<file path="config.mk">
export PLATFORM = sky130hd
export DESIGN_NAME = mem_responder
export DESIGN_NICKNAME = d
export VERILOG_FILES = /design/src/rtl/cpu_types_pkg.sv /design/src/rtl/wait_timer.sv /design/src/rtl/mem_responder.sv
export SDC_FILE = /design/constraint.sdc
export NUM_CORES = 1
export LEC_CHECK = 0
export CAP_MARGIN = 5
export CORE_AREA = 2 2 127 129
export DETAILED_ROUTE_END_ITERATION = 6
export DIE_AREA = 0 0 129 131
export GPL_ROUTABILITY_DRIVEN = 0
export GPL_TIMING_DRIVEN = 0
export PLACE_DENSITY = 0.87
export SYNTH_ARGS = -nofsm -noshare
export SYNTH_HDL_FRONTEND = slang
export SYNTH_SLANG_ARGS = --single-unit
export TNS_END_PERCENT = 20
</file>
<file path="constraint.sdc">
create_clock -name CLK -period 3.35 [get_ports CLK]
set_input_delay 1.005 -clock CLK [delete_from_list [all_inputs] [get_ports CLK]]
set_output_delay 1.005 -clock CLK [all_outputs]
set_load 0.01 [all_outputs]
</file>
<file path="src/rtl/cpu_types_pkg.sv">
// ============================================================================
// Module : cpu_types_pkg
// Brief  : Shared CPU types: word type, memory-responder FSM states, bad data.
// Rev    : 1.0
// ============================================================================
`default_nettype none

package cpu_types_pkg;

  typedef logic [31:0] word_t;

  typedef enum logic [2:0] {
    IDLE  = 3'd0,
    DACC  = 3'd1,
    IACC  = 3'd2,
    DRESP = 3'd3,
    IRESP = 3'd4
  } memresp_state_t;

  // Returned in place of RAM data when an access times out
  localparam word_t BADDATA = 32'hBAD1BAD1;

  function automatic word_t resp_data(input logic ready, input word_t load);
    return ready ? load : BADDATA;
  endfunction

endpackage

`default_nettype wire

</file>
<file path="src/rtl/wait_timer.sv">
// ============================================================================
// Module : wait_timer
// Brief  : Counts enabled cycles; expired marks the TIMEOUT-th enabled cycle.
// Rev    : 1.0
// ============================================================================
`default_nettype none

module wait_timer #(
  parameter int TIMEOUT = 255
) (
  input  logic CLK,
  input  logic nRST,
  input  logic clear,
  input  logic enable,
  output logic expired
);

  localparam int c_CNT_W = (TIMEOUT > 1) ? $clog2(TIMEOUT) : 1;
  localparam logic [c_CNT_W-1:0] c_LAST = c_CNT_W'(TIMEOUT - 1);

  logic [c_CNT_W-1:0] r_count;

  always_ff @(posedge CLK or negedge nRST) begin
    if (!nRST) begin
      r_count <= '0;
    end else if (clear) begin
      r_count <= '0;
    end else if (enable && !expired) begin
      r_count <= r_count + 1'b1;
    end
  end

  // Counter holds the number of enabled cycles already completed
  assign expired = enable && (r_count == c_LAST);

endmodule

`default_nettype wire

</file>
<file path="src/rtl/mem_responder.sv">
// ============================================================================
// Module : mem_responder
// Brief  : Arbitrates dcache/icache requests onto one RAM port with timeout.
//          Define MEM_STATS_EN to enable the dxfers/ixfers transfer counters.
// Rev    : 1.0
// ============================================================================
`default_nettype none

module mem_responder
  import cpu_types_pkg::*;
#(
  parameter int TIMEOUT = 255
) (
  input  logic  CLK,
  input  logic  nRST,
  input  logic  dREN,
  input  logic  dWEN,
  input  word_t daddr,
  input  word_t dstore,
  output logic  dwait,
  output word_t dload,
  input  logic  iREN,
  input  word_t iaddr,
  output logic  iwait,
  output word_t iload,
  output logic  ramREN,
  output logic  ramWEN,
  output word_t ramaddr,
  output word_t ramstore,
  input  word_t ramload,
  input  logic  ramready,
  output logic  memerr,
  output word_t dxfers,
  output word_t ixfers
);

  memresp_state_t r_state;
  logic           w_in_acc;
  logic           w_expired;

  assign w_in_acc = (r_state == DACC) || (r_state == IACC);

  wait_timer #(
    .TIMEOUT (TIMEOUT)
  ) u_wait_timer (
    .CLK     (CLK),
    .nRST    (nRST),
    .clear   (!w_in_acc),
    .enable  (w_in_acc),
    .expired (w_expired)
  );

  // ramaddr/ramstore/ramWEN double as the latched request for the access
  always_ff @(posedge CLK or negedge nRST) begin
    if (!nRST) begin
      r_state  <= IDLE;
      dwait    <= 1'b1;
      iwait    <= 1'b1;
      dload    <= '0;
      iload    <= '0;
      ramREN   <= 1'b0;
      ramWEN   <= 1'b0;
      ramaddr  <= '0;
      ramstore <= '0;
      memerr   <= 1'b0;
    end else begin
      dwait <= 1'b1;
      iwait <= 1'b1;
      case (r_state)
        IDLE: begin
          if (dREN || dWEN) begin
            ramaddr  <= daddr;
            ramstore <= dstore;
            ramWEN   <= dWEN;
            ramREN   <= !dWEN;
            r_state  <= DACC;
          end else if (iREN) begin
            ramaddr  <= iaddr;
            ramWEN   <= 1'b0;
            ramREN   <= 1'b1;
            r_state  <= IACC;
          end
        end
        DACC: begin
          if (ramready || w_expired) begin
            ramREN  <= 1'b0;
            ramWEN  <= 1'b0;
            dwait   <= 1'b0;
            dload   <= resp_data(ramready, ramload);
            if (!ramready) memerr <= 1'b1;
            r_state <= DRESP;
          end
        end
        IACC: begin
          if (ramready || w_expired) begin
            ramREN  <= 1'b0;
            ramWEN  <= 1'b0;
            iwait   <= 1'b0;
            iload   <= resp_data(ramready, ramload);
            if (!ramready) memerr <= 1'b1;
            r_state <= IRESP;
          end
        end
        DRESP:   r_state <= IDLE;
        IRESP:   r_state <= IDLE;
        default: r_state <= IDLE;
      endcase
    end
  end

`ifdef MEM_STATS_EN
  word_t r_dxfers;
  word_t r_ixfers;

  always_ff @(posedge CLK or negedge nRST) begin
    if (!nRST) begin
      r_dxfers <= '0;
      r_ixfers <= '0;
    end else begin
      if (r_state == DRESP) r_dxfers <= r_dxfers + 32'd1;
      if (r_state == IRESP) r_ixfers <= r_ixfers + 32'd1;
    end
  end

  assign dxfers = r_dxfers;
  assign ixfers = r_ixfers;
`else
  assign dxfers = '0;
  assign ixfers = '0;
`endif

endmodule

`default_nettype wire

</file>
==> out/results.txt <==
Starting density of the core -> 0.398
Critical path required time -> 3.62 ns
Asr flop ratio synth -> 1.00
Fmax -> 386 MHz
H-tree depth -> 4
Seq/Total Area, Yosys -> 0.581
Die W -> 129 um
Status -> finished clean
Routed vias/inst -> 4.63
Height of the die -> 131 um
Layout Nets -> 978
Hold path depth -> 2
P per Cell Area -> 911 nW/um^2
Drt pass-1 iters -> 4
GRT Overall Usage -> 0.203
Fin crit period -> 2.59 ns
RR Startpoint -> u_wait_timer.r_count[0]
EDFF count, synth -> 0
Register bit total from synthesis -> 144
R2r setup slk -> 1.36 ns
CP max stage cell -> clkdlybuf4s50_1
Slew @ Worst Pin -> 0.580 ns
CP max FO -> 10
Initial antenna violation count -> 0
Vias after detailed routing -> 4958
Pins Over Slew Limit -> 0
Clock Root Buffer -> clkbuf_16
Final worst-path cycle share -> 0.774
Layout area overhead -> 62.9%
YS warnings -> 0
Post-route DRC -> 0
Worst Skew -> 0.0160 ns
Largest net degree at the start of global routing -> 84
Critical-path cell list -> clkdlybuf4s50_1 -> or2_2 -> o21ai_2 -> clkbuf_1 -> o21ai_0
CTS max path bufs -> 2
Combinational share of power -> 0.430
Sequential power share -> 0.325
Max transition margin -> 0.613
Min Hold Slack -> 0.479 ns
Cell count after synthesis -> 493
TritonCTS buffer count -> 17
Core footprint -> 15600 um^2
Hold Crit Endpoint -> memerr
Critical Path Source -> dWEN
Synth cell types -> 45
Final hold viol count -> 0
TritonCTS clock tree -> yes
DP HPWL -> 13.2 mm
Synth Area per Inst -> 12.6 um^2
Pint -> 0.00634 W
First-pass GRT wire length -> 26.1 mm
Slowest Stage Delay on Critical Path -> 0.47 ns
R2R cell count -> 8
Worst Hold Class -> flop to flop
CP Capture Type -> flop
Setup crit start kind -> input port
Drt wl/cell -> 16.1 um
Peak VDD IR -> 0.514 mV
Die area -> 16900 um^2
P_sw -> 0.00287 W
Clk_lat worst skew -> 0.42 ns
Ratio of cells with drive above 1 in the final layout -> 0.187
Routed Antenna Nets -> 0
Inserted Diodes -> 0
Post-CTS Setup Repair Bufs -> 0
CTS Hold Buffers Added -> 0
Post-CTS Resized -> 0
Switching Share -> 0.311
Synth Flop Type -> dfrtp_1
Post-Layout Cell Count -> 1071
Vias in the first global route -> 5072
Final setup vio count -> 0
Drt total wl -> 17.2 mm
Placed instance count -> 1039
CP Data Arrival Time -> 2.87 ns
Crit path kind -> input port to flop
Cell Rows -> 46
Worst Hold Launch -> memerr
CTS clock-pin slew for the worst setup and hold paths -> 0.06 ns
# IOs -> 331
Max Cap Viol -> 0
Leakage -> 4.49 nW
Reg2Reg Capture Point -> dload[17]
RSZ-0062 raised after global routing -> no
IO buf count -> 266
Clk sink count -> 144
Initial DRC count -> 173
Post-Syn Area -> 6200 um^2
Grt total ovfl -> 0
Clk pwr share -> 0.245
-- cell usage in the layout, fill, tap and decap left out, drive strengths merged, types with 2 or more instances in the layout --
cell,instances
nor2b,2
a211oi,3
dfstp,2
o22a,36
clkbuf,24
nand2,39
conb,64
mux2,33
bufinv,7
clkdlybuf4s50,265
dfrtp,142
a22o,28
and3,5
ha,2
a31oi,4
a21oi,4
buf,85
o21ai,35
mux2i,33
nor2,7
clkinv,4
nor3,4
nand3,3
inv,10
-- how the worst max path moves through the flow --
stage                              end
final                      ramaddr[12]
after global routing        ramaddr[9]
after CTS                  ramaddr[12]
after global placement       dload[21]
after detailed placement   ramaddr[12]
after floorplan           ramstore[21]
-- layout make-up --
type / count / area, um^2
buffer: 90 / 629
clock buffer: 17 / 425
clock inverter: 15 / 279
fill: 1185 / 5490
inverter: 6 / 22.5
multi-input combinational: 316 / 2180
sequential: 144 / 3610
tap: 216 / 270
timing repair buffer: 267 / 2690
-- worst max-delay path: cells and delay by family --
kind                   cells  cell delay, ns
AO/OA/AOI/OAI              2            0.62
buffers and inverters      2            0.87
AND/OR/NAND/NOR            1            0.38
-- power groups by stage --
| stage | Combinational, W | Sequential, W | Clock, W |
|---|---|---|---|
| floorplan | 0.00145 | 0.00335 | 0 |
| global route | 0.00427 | 0.00309 | 0.00237 |
| global placement | 0.00391 | 0.00298 | 0 |
| detailed placement | 0.00400 | 0.00302 | 0 |
| CTS | 0.00401 | 0.00299 | 0.00230 |
| finish | 0.00396 | 0.00299 | 0.00226 |
-- routing by layer --
metal | global-route usage | vias up | part of all wire
li1 | - | 2338 | -
met1 | 0.228 | 2386 | 0.38
met2 | 0.366 | 214 | 0.53
met3 | 0.0619 | 20 | 0.075
met4 | 0.0691 | 0 | 0.016
met5 | 0 | - | 0
-- registers in the layout, indices dropped and copies added (netlist names) --
name                  cells
dload                    32
u_wait_timer.r_count      8
iwait                     1
iload                    32
ramREN                    1
memerr                    1
ramaddr                  32
ramWEN                    1
r_state                   3
dwait                     1
ramstore                 32
-- logic make-up after synthesis --
kind of cell	after synthesis	share of synthesized area
AND/OR/NAND/NOR	67	0.0545
buffers and inverters	96	0.105
XOR/XNOR	2	0.00282
adder cells (fa/ha/maj)	2	0.00403
other	1	0.000605
AO/OA/AOI/OAI	115	0.139
multiplexers	66	0.113
flip-flops	144	0.581
-- through the flow --
stage / setup WS (ns) / area (um^2) / power, W / TNS (ns) / utilization
floorplan: 1.21 / 6440 / 0.00480 / 0 / -
global placement: -4.34 / 9370 / 0.00689 / -619.75 / 0.601
detailed placement: 0.249 / 9400 / 0.00702 / 0 / 0.603
CTS: 0.696 / 10100 / 0.00930 / 0 / 0.648
global route: 0.595 / 10100 / 0.00973 / 0 / 0.648
finish: 0.757 / 10100 / 0.00920 / 0 / 0.648
-- synth_stat cells (2+ instances only) --
library cell  number  area (um^2)
a31oi_1            4         25.0
mux2i_1           33          330
a22o_1            28          245
nor3_1             3         15.0
inv_1              4         15.0
clkbuf_1           7         26.3
buf_2             14         70.1
a211oi_1           3         22.5
mux2_2            30          338
mux2_1             3         33.8
o21ai_0           34          170
inv_2              2         7.51
buf_6              4         45.0
nor2_1             5         18.8
and3_1             5         31.3
o22a_1            36          315
ha_1               2         25.0
a21oi_1            3         15.0
nand3_1            3         15.0
dfstp_2            2         52.6
dfrtp_1          142         3550
nand2_1           39          146
buf_4             65          488
Note: power is estimated with default switching activity, not from simulation.
